### src/rtl/noc_flit_tx.sv
// noc_flit_tx -- injection-side flit transmitter for the NoC crossbar.
//
// Turns a packet request (dest, len) plus a stream of payload words into
// typed flits (HEAD/BODY/TAIL/HEADTAIL). Flits are sent toward one crossbar
// input port under credit-based flow control. There is one output register
// stage, so a request or word accepted at edge N appears on flit_out during
// cycle N+1.
//
// Optional feature macro: NOC_TX_PARITY_EN
//   When defined, flit_out gains bit [DATA_W+2]. It holds even parity over
//   {type, payload} and is computed when the flit is registered.
//
// Ports:
//   clk, rst           clock (rising edge), synchronous active-low reset
//   req_valid/ready    packet request handshake; req_dest, req_len fields
//   data_valid/ready   payload word handshake; data_in word
//   flit_valid         flit present on flit_out this cycle (no backpressure)
//   flit_out           {[parity], type[1:0], payload[DATA_W-1:0]}
//                      type 00 HEAD, 01 BODY, 10 TAIL, 11 HEADTAIL
//   credit_ret         one pulse per downstream buffer slot freed
//   busy               multi-flit packet in progress (BODY state)

module noc_flit_tx #(
    parameter int DATA_W  = 32,
    parameter int DEST_W  = 4,
    parameter int LEN_W   = 4,
    parameter int CREDITS = 4
) (
    input  logic              clk,
    input  logic              rst,
    input  logic              req_valid,
    output logic              req_ready,
    input  logic [DEST_W-1:0] req_dest,
    input  logic [LEN_W-1:0]  req_len,
    input  logic              data_valid,
    output logic              data_ready,
    input  logic [DATA_W-1:0] data_in,
    output logic              flit_valid,
`ifdef NOC_TX_PARITY_EN
    output logic [DATA_W+2:0] flit_out,
`else
    output logic [DATA_W+1:0] flit_out,
`endif
    input  logic              credit_ret,
    output logic              busy
);

    localparam int CW = $clog2(CREDITS + 1);

    localparam logic [1:0] T_HEAD     = 2'b00;
    localparam logic [1:0] T_BODY     = 2'b01;
    localparam logic [1:0] T_TAIL     = 2'b10;
    localparam logic [1:0] T_HEADTAIL = 2'b11;

    typedef struct packed {
        logic [1:0]        ftype;
        logic [DATA_W-1:0] payload;
    } flit_t;

    typedef enum logic {IDLE = 1'b0, BODY = 1'b1} state_t;

    state_t            state, state_nxt;
    logic [LEN_W-1:0]  remaining, rem_nxt;
    logic [CW-1:0]     credit_cnt;
    logic              can_send;
    logic              flit_load;
    flit_t             flit_q, flit_nxt;
    logic [DATA_W-1:0] head_pl;

    // The send decision only looks at the registered count. A credit that
    // returns this cycle cannot enable a send until the next cycle.
    assign can_send = (credit_cnt != '0);
    assign busy     = (state == BODY);

    always_comb begin
        head_pl = '0;
        head_pl[DEST_W-1:0]            = req_dest;
        head_pl[DEST_W+LEN_W-1:DEST_W] = req_len;
    end

    always_comb begin
        state_nxt  = state;
        rem_nxt    = remaining;
        flit_load  = 1'b0;
        flit_nxt   = '0;
        req_ready  = 1'b0;
        data_ready = 1'b0;
        case (state)
            IDLE: begin
                req_ready = can_send;
                if (req_valid && can_send) begin
                    flit_load        = 1'b1;
                    flit_nxt.payload = head_pl;
                    if (req_len == '0) begin
                        flit_nxt.ftype = T_HEADTAIL;
                    end else begin
                        flit_nxt.ftype = T_HEAD;
                        rem_nxt        = req_len;
                        state_nxt      = BODY;
                    end
                end
            end
            BODY: begin
                data_ready = can_send;
                if (data_valid && can_send) begin
                    flit_load        = 1'b1;
                    flit_nxt.payload = data_in;
                    rem_nxt          = remaining - LEN_W'(1);
                    if (remaining == LEN_W'(1)) begin
                        flit_nxt.ftype = T_TAIL;
                        state_nxt      = IDLE;
                    end else begin
                        flit_nxt.ftype = T_BODY;
                    end
                end
            end
            default: state_nxt = IDLE;
        endcase
    end

    always_ff @(posedge clk) begin
        if (!rst) begin
            state      <= IDLE;
            remaining  <= '0;
            credit_cnt <= CW'(CREDITS);
            flit_valid <= 1'b0;
            flit_q     <= '0;
        end else begin
            state      <= state_nxt;
            remaining  <= rem_nxt;
            flit_valid <= flit_load;
            if (flit_load)
                flit_q <= flit_nxt;
            // A send and a return in the same cycle cancel out. A return
            // arriving while the count is full is dropped.
            if (flit_load && !credit_ret)
                credit_cnt <= credit_cnt - CW'(1);
            else if (!flit_load && credit_ret && credit_cnt != CW'(CREDITS))
                credit_cnt <= credit_cnt + CW'(1);
        end
    end

`ifdef NOC_TX_PARITY_EN
    logic flit_par;

    always_ff @(posedge clk) begin
        if (!rst)
            flit_par <= 1'b0;
        else if (flit_load)
            flit_par <= ^flit_nxt;
    end

    assign flit_out = {flit_par, flit_q};
`else
    assign flit_out = flit_q;
`endif

endmodule

### config.mk
export PLATFORM = sky130hd
export DESIGN_NAME = noc_flit_tx
export DESIGN_NICKNAME = d
export VERILOG_FILES = /design/src/rtl/noc_flit_tx.sv
export SDC_FILE = /design/constraint.sdc
export NUM_CORES = 1
export LEC_CHECK = 0
export BUFFER_PORTS_ARGS = -buffer_cell sky130_fd_sc_hd__buf_2
export CAP_MARGIN = 20
export CORE_UTILIZATION = 40
export DETAILED_ROUTE_END_ITERATION = 10
export PLACE_DENSITY = 0.73
export SLEW_MARGIN = 25
export SYNTH_ARGS = -nofsm -noshare
export SYNTH_HDL_FRONTEND = slang
export SYNTH_SLANG_ARGS = --single-unit
### constraint.sdc
create_clock -name clk -period 2.4 [get_ports clk]
set_input_delay 0 -clock clk [delete_from_list [all_inputs] [get_ports clk]]
set_output_delay 0 -clock clk [all_outputs]
set_load 0.1 [all_outputs]
==> flow_summary_export.csv, run 1 <==
group,metric,value,unit
worst_hold_path,hp-start,"req_dest[1]",
die,placementRows,24,
cells_and_area,fillers,363,
placement,port_buffers,82,
synthesis,synth_warnings,0,
drt,routed_wl,4915,um
cells_and_area,final_common_cell,"buf_2",
timing,period_share,83.79,%
cts,cts_buffers,5,
drt,vias,1868,
grt,track_usage,20.52,%
grt,grt_first_pass_wirelength,8121,um
critical_path,cp-end-kind,"flop",
synthesis,synth.distinct_cells,39,
critical_path,critPathKind,"flop to flop",
cts,clk_latency,0.29,ns
synthesis,async_flop_share,0,%
drt,avgRoutedWirePerCell,13.73,um
grt,gr-total-overflow,0,
worst_hold_path,hold_class,"input pin to flop",
synthesis,yosysTopAreaCellShare,46.96,%
cts,clockBufferDepth,2,
die,fp.dieH,69.70,um
synthesis,syn_avg_cell_area,9.352,um2
grt,grt_max_degree,38,
cells_and_area,final_cell_area,2654,um2
critical_path,worstReg2RegEnd,"flit_out[4]",
timing,fmax,0.4973,GHz
critical_path,required,2.56,ns
timing,slew_headroom,57.50,%
cts,cts_htree_levels,2,
power_and_ir_drop,powerDensity,790.3,nW/um2
timing,slew_viol_final,0,
worst_hold_path,hold_path_depth,3,
die,die_area,4857,um2
synthesis,synthCells,196,
outcome,status,"completed",
timing,worst_pin_slew,0.6365,ns
run,drv_cap,0,
die,start_util,41.81,%
synthesis,synth-main-ff-cell,"dfxtp_1",
timing,fin_crit,2.011,ns
cts,cts_sinks,43,
power_and_ir_drop,finalPower,2097,uW
synthesis,synthTopCellsByArea,"dfxtp_1 47%, a22oi_1 11%, nor2_1 7.0%",
critical_path,startpoint_type,"flop",
die,num_io_pins,83,
cts,cts_tree,"built",
critical_path,worstPathArrival,2.17,ns
critical_path,reg2reg_from,"busy",
cells_and_area,num_antenna_cells,0,
power_and_ir_drop,p_leak,0.001208,uW
cts,root_buffer,"clkbuf_8",
placement,dpl-instance-area,2258,um2
cells_and_area,drive_gt1_share,33.99,%
cells_and_area,final_util,60.53,%
cells_and_area,nets,353,
placement,hpwlAfterDp,3008,um
drt,vias_per_cell,5.218,
grt,grt_antenna_before_repair,0,
timing,tns,0,ns
drt,drc,0,
die,core-area,4384,um2
drt,antenna_left,0,
critical_path,crit_path_max_fanout,13,
cts,cts_setup_buffers,0,
worst_hold_path,min_to,"flit_out[1]",
cts,path_clk_slew,0.08,ns
synthesis,synth_area,1833,um2
synthesis,yosys.area.top_type,"dfxtp_1",
die,die_x,69.70,um
synthesis,ys_seq_elements,43,
drt,drtPass1Iterations,4,
grt,grt_pass1_vias,1820,
timing,final_hold_viol_count,0,
timing,finalSetupViolations,0,
placement,place_congestion,0.8020,
drt,first_iter_violations,129,
power_and_ir_drop,ir_drop,0.4838,mV
synthesis,syn-num-nets,244,
synthesis,synth_edf_count,0,
cells_and_area,syn2layout_area_growth,44.78,%
timing,grt_setup_unrepaired,"no",
critical_path,reg2reg_slack,0.39,ns
synthesis,yosysSeqAreaShare,46.96,%
timing,fin_skew,0.007240,ns
critical_path,r2r_cells,5,
cells_and_area,layout_common_cells,"82 x buf_2, 42 x dfxtp_1, 33 x nor2_1, 31 x dlygate4sd3_1, 28 x a22oi_1",
## metrics by stage
step,hold slack [ns],setup slack [ns],cells
floorplan,0.1483,0.09030,196
global placement,0.2353,0.5927,319
detailed placement,0.2429,0.5197,319
CTS,0.001455,0.3882,358
global route,0.01808,0.2819,358
finish,0.01257,0.3890,358
## state kept, by name, indices dropped and copies added (netlist names)
signal / flops
flit_out: 34
remaining: 4
credit_cnt: 3
busy: 1
flit_valid: 1
## critical path, stage by stage (launching register included)
cell and delay [ns]:
dfxtp_2 0.45, nand2_1 0.15, a21o_1 0.31, a222oi_1 0.35
dlygate4sd3_1 0.59, nor2_1 0.04
## repair_timing
action,4_1_cts,5_1_grt
gates resized for setup,0,0
hold endpoints to repair,30,0
endpoints found under the setup margin,0,0
hold buffers,31,0
## Yosys cell counts, types with 3 or more instances
| library cell | n |
|---|---|
| o21ai_0 | 4 |
| buf_2 | 5 |
| nand2_1 | 11 |
| clkbuf_1 | 5 |
| o211ai_1 | 3 |
| dfxtp_1 | 43 |
| nand2b_1 | 3 |
| buf_6 | 4 |
| mux2i_1 | 3 |
| inv_1 | 8 |
| a21oi_1 | 10 |
| nor2_1 | 34 |
| a222oi_1 | 4 |
| nand4_1 | 3 |
| a22oi_1 | 28 |
## power breakdown
part           switching, uW  internal [uW]
sequential              54.0            777
clock                    252            204
combinational            584            227
## metal layers
| metal | global-route usage, % | up-vias | share of wire (%) |
|---|---|---|---|
| li1 | - | 929 | - |
| met1 | 24.66 | 865 | 42 |
| met2 | 35.49 | 60 | 51 |
| met3 | 4.215 | 14 | 3.5 |
| met4 | 8.667 | 0 | 2.9 |
| met5 | 0 | - | 0 |
## final cells by class
class,instances,area [um2],share of cell area (%)
Clock buffer,6,72.57,2.735
Clock inverter,2,12.51,0.4715
Inverter,9,33.78,1.273
Multi-Input combinational cell,130,852.1,32.11
Sequential cell,43,862.1,32.48
Tap cell,52,65.06,2.452
Timing Repair Buffer,116,755.7,28.48
## kinds of logic after synthesis
kind of cell	count (synthesis)	synth area share, %
compound gates	59	24.03
simple gates	64	17.41
fa+ha+maj	3	2.457
buf+inv	23	6.689
mux	4	2.457
flops	43	46.96
## how the worst max path moves through the flow
| stage | from | end | slack, ns | depth (start not counted) |
|---|---|---|---|---|
| 2_1_floorplan | busy | credit_cnt[1] | 0.09 | 6 |
| 3_3_place_gp | credit_cnt[0] | credit_cnt[1] | 0.59 | 6 |
| 3_5_place_dp | credit_cnt[0] | credit_cnt[1] | 0.52 | 6 |
| 4_1_cts | busy | flit_out[4] | 0.39 | 5 |
| 5_1_grt | credit_cnt[0] | flit_out[4] | 0.28 | 5 |
| 6_report | busy | flit_out[4] | 0.39 | 5 |
(Power assumes the default switching activity.)
==> inputs of run 2 (changes only) <==
Clock period 2.4 ns to 2.1 ns, I/O delays scaled along.
==> run 2 against run 1 <==
Against the previous run: global-route usage rose by 1.0 points; die area stayed put; hold slack worse by 0.0069 ns; clock skew down 0.0030 ns; maximum frequency increased by 0.98%; first-iteration DRC count increased by 7.8%; register-to-register slack got worse by 0.28 ns; sequential share of layout area decreased by 0.64 points; clock power grew 15%; wire length is 4.4% higher; worst setup slack worse by 0.28 ns; sequential power increased by 14%; largest power group is now combinational cells; highest routed layer unchanged.
==> flow_summary_export.csv, run 2 (synthesis results as in run 1) <==
group,metric,value,unit
critical_path,crit_path_max_fanout,6,
critical_path,startpoint_type,"flop",
drt,antenna_left,0,
critical_path,required,2.31,ns
timing,fin_skew,0.004256,ns
cts,root_buffer,"clkbuf_8",
drt,vias_per_cell,5.311,
critical_path,cpLargestDelayFamily,"adder cells",
drt,avgRoutedWirePerCell,14.14,um
grt,grt_pass1_vias,1850,
cts,cts_htree_levels,2,
critical_path,cp-startpoint,"credit_cnt[2]",
critical_path,cp-end-kind,"flop",
cells_and_area,final_common_cell,"buf_2",
grt,track_usage,21.55,%
timing,slew_headroom,57.74,%
die,die_area,4857,um2
cells_and_area,syn2layout_area_growth,48.33,%
die,placementRows,24,
placement,dpl-instance-area,2283,um2
timing,period_share,94.83,%
timing,final_hold_viol_count,0,
drt,first_iter_violations,139,
cells_and_area,nets,358,
drt,vias,1928,
timing,fmax,0.5022,GHz
die,fp.dieH,69.70,um
cells_and_area,largest_register_ffs,34,
placement,post-place-ws,0.2224,ns
timing,worst_pin_slew,0.6329,ns
drt,routed_wl,5132,um
outcome,status,"completed",
cts,cts_tree,"built",
timing,worst_slack,0.1086,ns
cells_and_area,stdcell_count,363,
cells_and_area,num_antenna_cells,0,
placement,port_buffers,82,
critical_path,path_buf_inv,1,
timing,slew_viol_final,0,
die,die_x,69.70,um
cells_and_area,final_cell_area,2719,um2
worst_hold_path,hold_class,"input pin to flop",
cts,cts_sinks,43,
cells_and_area,fillers,358,
timing,finalSetupViolations,0,
critical_path,reg2reg_from,"credit_cnt[2]",
cells_and_area,multi_input_area,874.6,um2
cts,cts_buffers,5,
cells_and_area,seq_area,865.8,um2
drt,drc,0,
grt,grt_first_pass_wirelength,8328,um
cts,clk_latency,0.30,ns
critical_path,max_stage_delay,0.43,ns
cts,clockBufferDepth,2,
critical_path,critPathKind,"flop to flop",
placement,place_congestion,0.8110,
critical_path,path_cells,"nor3_4 > buf_4 > a21oi_4 > nand2b_1 > fa_1 > mux2_4 > o311ai_2",
grt,gr-total-overflow,0,
placement,placed_cells_incl_taps,321,
critical_path,cp_slowest_cell,"fa_1",
drt,drtPass1Iterations,6,
worst_hold_path,hp-start,"req_dest[3]",
die,start_util,41.81,%
placement,hpwlAfterDp,3075,um
cts,path_clk_slew,0.08,ns
cells_and_area,drive_gt1_share,36.33,%
timing,fin_crit,1.991,ns
power_and_ir_drop,ir_drop,0.5103,mV
grt,grt_antenna_before_repair,0,
power_and_ir_drop,p_leak,0.001239,uW
power_and_ir_drop,powerDensity,894.6,nW/um2
run,drv_cap,0,
die,num_io_pins,83,
die,core-area,4384,um2
grt,grt_max_degree,38,
critical_path,worstPathArrival,2.20,ns
cells_and_area,layout_common_cells,"82 x buf_2, 41 x dfxtp_1, 32 x nor2_1, 32 x dlygate4sd3_1, 28 x a22oi_1",
==> run 2: metrics by stage <==
| step | hold slack (ns) | TNS, ns | util [%] | total power [uW] |
|---|---|---|---|---|
| 2_1_floorplan | 0.1483 | 0 | - | 1683 |
| 3_3_place_gp | 0.2345 | 0 | 52.08 | 1839 |
| 3_5_place_dp | 0.2427 | 0 | 52.08 | 1850 |
| 4_1_cts | 0.0003950 | 0 | 61.30 | 2411 |
| 5_1_grt | 0.01709 | -0.0006317 | 62.01 | 2546 |
| 6_report | 0.005636 | 0 | 62.01 | 2432 |
==> run 2: timing repair <==
| action | 4_1_cts | 5_1_grt |
|---|---|---|
| hold endpoints to repair | 31 | 0 |
| setup endpoints to repair | 0 | 1 |
| setup buffers | 0 | 2 |
| gates resized for setup | 0 | 6 |
| hold buffers | 32 | 0 |
==> run 2: path summary, 6_finish.rpt <==
kind,depth (start not counted),to,slack [ns]
max,7,credit_cnt[1],0.11
max reg2reg,7,credit_cnt[1],0.11
min reg2reg,2,flit_out[0],0.46
min,3,flit_out[3],0.006
==> run 2: per-layer routing <==
layer | routed length [um] | vias up | track usage, %
met5 | 0 | - | 0
met4 | 140 | 0 | 9.778
met3 | 227 | 14 | 5.669
met2 | 2730 | 60 | 37.86
met1 | 2034 | 917 | 24.33
li1 | - | 937 | -
==> run 2: worst reg2reg max path: cells and delay by family, from the launching register on <==
kind / cells / cell delay, ns
adders and majority gates: 1 / 0.43
DFF: 1 / 0.36
buffers and inverters: 1 / 0.19
AOI/OAI and AO/OA: 2 / 0.24
muxes: 1 / 0.28
and+or+nand+nor: 2 / 0.41
==> run 2: layout make-up <==
cell class              instances  share of cell area, %
inverters                       9                  1.243
clock inverters                 2                 0.4142
clock buffers                   6                  2.669
well taps                      52                  2.393
multi-input cells             130                  32.17
repair buffers                121                  29.27
flip-flops and latches         43                  31.85
==> run 2: where the power goes <==
| group | internal, uW | total [uW] | switching, uW |
|---|---|---|---|
| logic | 282 | 959 | 676 |
| clock network | 234 | 524 | 290 |
| registers | 889 | 950 | 61.2 |
| total | 1400 | 2430 | 1030 |
==> inputs of run 3 (changes only) <==
Settings changed: ABC_AREA from default to 1, CORE_UTILIZATION 40 to 46, PLACE_DENSITY 0.73 to 0.81.
==> run 3 against run 2 <==
Against the previous run: worst setup slack better by 0.077 ns; sequential power down 2.3%; core utilization grew 9.5 points; first-iteration DRC count is 3.6% higher; critical path type unchanged; sequential share of layout area grew 0.11 points; highest routed layer unchanged.
==> flow_summary_export.csv, run 3 <==
group,metric,value,unit
synthesis,yosys-top-cells-count,"77 x nand2_1, 43 x dfxtp_1, 32 x a21oi_1, 18 x inv_1, 17 x nand3_1",
cells_and_area,layout_common_cells,"82 x buf_2, 77 x nand2_1, 42 x dfxtp_1, 35 x dlygate4sd3_1, 32 x a21oi_1",
cells_and_area,multi_input_area,827.0,um2
synthesis,synth_xor_area_share,0.4711,%
cells_and_area,fillers,300,
cts,root_buffer,"clkbuf_8",
die,placementRows,22,
synthesis,syn_avg_cell_area,7.589,um2
timing,fin_crit,1.914,ns
die,start_util,49.30,%
cells_and_area,num_antenna_cells,0,
grt,grt_antenna_before_repair,0,
timing,grt_setup_unrepaired,"no",
timing,slew_headroom,66.81,%
synthesis,muxShareOfSynthArea,0,%
placement,place_congestion,0.9097,
grt,grt_pass1_vias,1824,
drt,first_iter_violations,144,
synthesis,yosysTopAreaCellShare,46.30,%
placement,port_buffers,82,
synthesis,synth-main-ff-cell,"dfxtp_1",
die,die_x,65.58,um
timing,slew_viol_final,0,
critical_path,startpoint_type,"flop",
cts,cts_htree_levels,2,
die,num_io_pins,83,
timing,fin_skew,0.003366,ns
die,fp.dieH,65.58,um
synthesis,syn-num-nets,293,
synthesis,ys_seq_elements,43,
die,die_area,4300,um2
outcome,status,"completed",
die,core-area,3771,um2
synthesis,synthTopCellsByArea,"dfxtp_1 46%, nand2_1 16%, a21oi_1 8.6%",
drt,drtPass1Iterations,4,
placement,dpl-instance-area,2260,um2
synthesis,synth_warnings,0,
cells_and_area,drive_gt1_share,28.33,%
critical_path,cp-end-kind,"flop",
synthesis,synthSimpleGateAreaFrac,27.99,%
placement,hpwlAfterDp,3172,um
drt,routed_wl,5155,um
critical_path,worstPathArrival,2.15,ns
drt,vias_per_cell,4.988,
cts,clockBufferDepth,2,
cells_and_area,nets,407,
timing,final_hold_viol_count,0,
synthesis,yosysMostFrequentCell,"nand2_1",
synthesis,synth_top_family_by_area,"simple AND/OR/NAND/NOR gates",
cts,cts_tree,"built",
synthesis,yosys.area.top_type,"dfxtp_1",
synthesis,synth_compound_area_share,13.59,%
grt,grt_max_degree,35,
cells_and_area,syn2layout_area_growth,45.09,%
synthesis,synth_edf_count,0,
critical_path,critPathKind,"flop to flop",
run,drv_cap,0,
power_and_ir_drop,powerDensity,856.1,nW/um2
power_and_ir_drop,ir_drop,0.5013,mV
synthesis,yosysSeqAreaShare,46.30,%
timing,worst_pin_slew,0.5012,ns
cts,clk_latency,0.29,ns
cells_and_area,final_cell_area,2698,um2
cells_and_area,final_common_cell,"buf_2",
drt,avgRoutedWirePerCell,12.63,um
synthesis,synth.distinct_cells,26,
drt,vias,2035,
cts,cts_buffers,5,
cells_and_area,largest_register_ffs,34,
worst_hold_path,hold_class,"input pin to flop",
synthesis,synth_area,1859,um2
cells_and_area,seq_area,862.1,um2
synthesis,async_flop_share,0,%
timing,finalSetupViolations,0,
grt,grt_first_pass_wirelength,7886,um
timing,tns,0,ns
critical_path,required,2.34,ns
timing,fmax,0.5224,GHz
synthesis,synthCells,245,
cts,cts_sinks,43,
synthesis,synth-adder-area-share,2.423,%
timing,period_share,91.16,%
critical_path,crit_path_max_fanout,34,
grt,track_usage,24.19,%
drt,antenna_left,0,
cts,path_clk_slew,0.08,ns
grt,gr-total-overflow,0,
power_and_ir_drop,p_leak,0.001296,uW
drt,drc,0,
[run 3: cell count changes in the layout (fill, tap and decap cells not counted), moves of 7 or more]
cell	previous run	this run
nand3_1	1	17
a21oi_1	10	32
nand2_1	10	77
a31oi_1	1	8
a22oi_1	28	0
nor2_1	32	14
inv_1	8	18
[run 3: stage by stage]
stage	utilization, %	setup slack, ns	cells	power, uW	hold WS (ns)
CTS	71.47	0.03107	408	2312	0.003529
global placement	59.92	0.4070	365	1747	0.2547
finish	71.53	0.1856	408	2309	0.005171
detailed placement	59.92	0.3373	365	1759	0.2590
global route	71.53	0.05755	408	2412	0.02755
floorplan	-	0.05441	245	1625	0.1472
[run 3: power breakdown]
part,internal (uW),leakage (uW),switching (uW)
logic,215,0.000903,660
registers,885,0.000352,43.0
clock network,232,0.0000412,274
total,1330,0.00130,977
[run 3: layout make-up]
class	count	area share, %
flip-flops and latches	43	31.96
multi-input cells	168	30.66
repair buffers	119	28.76
inverters	22	3.247
clock buffers	6	2.690
well taps	48	2.226
clock inverters	2	0.4638
[run 3: cells by family (layout without fill, tap and decap cells)]
kind of cell    after synthesis  after routing
simple gates                117            117
buf+inv                      34            149
xor+xnor                      1              1
flops                        43             43
compound gates               47             47
fa+ha+maj                     3              3
[run 3: worst max-delay path, stage by stage, from the launching register on]
cell	delay, ns
dfxtp_1	0.34
nor2_4	0.14
nand2_4	0.11
nand3_4	0.12
nand2_4	0.09
inv_4	0.27
nand2_1	0.09
a31oi_1	0.14
dlygate4sd3_1	0.56
[run 3: what timing repair did]
item | in CTS | in global routing
endpoints found under the setup margin | 0 | 2
hold endpoints to repair | 33 | 0
buffers inserted | 0 | 0
hold buffers | 35 | 0
resized for setup | 0 | 2
[run 3: final timing paths]
kind	start	endpoint	slack [ns]	cells after the start
setup / recovery	credit_cnt[0]	flit_out[0]	0.19	8
hold / removal	req_dest[1]	flit_out[1]	0.005	3
setup reg to reg	credit_cnt[0]	flit_out[0]	0.19	8
hold reg to reg	flit_out[22]	flit_out[22]	0.46	2
[run 3: routing by layer]
metal / routed length [um] / GRT usage, %
met1: 2097 / 27.16
met2: 2602 / 43.04
met3: 323 / 5.035
met4: 131 / 11.68
met5: 0 / 0
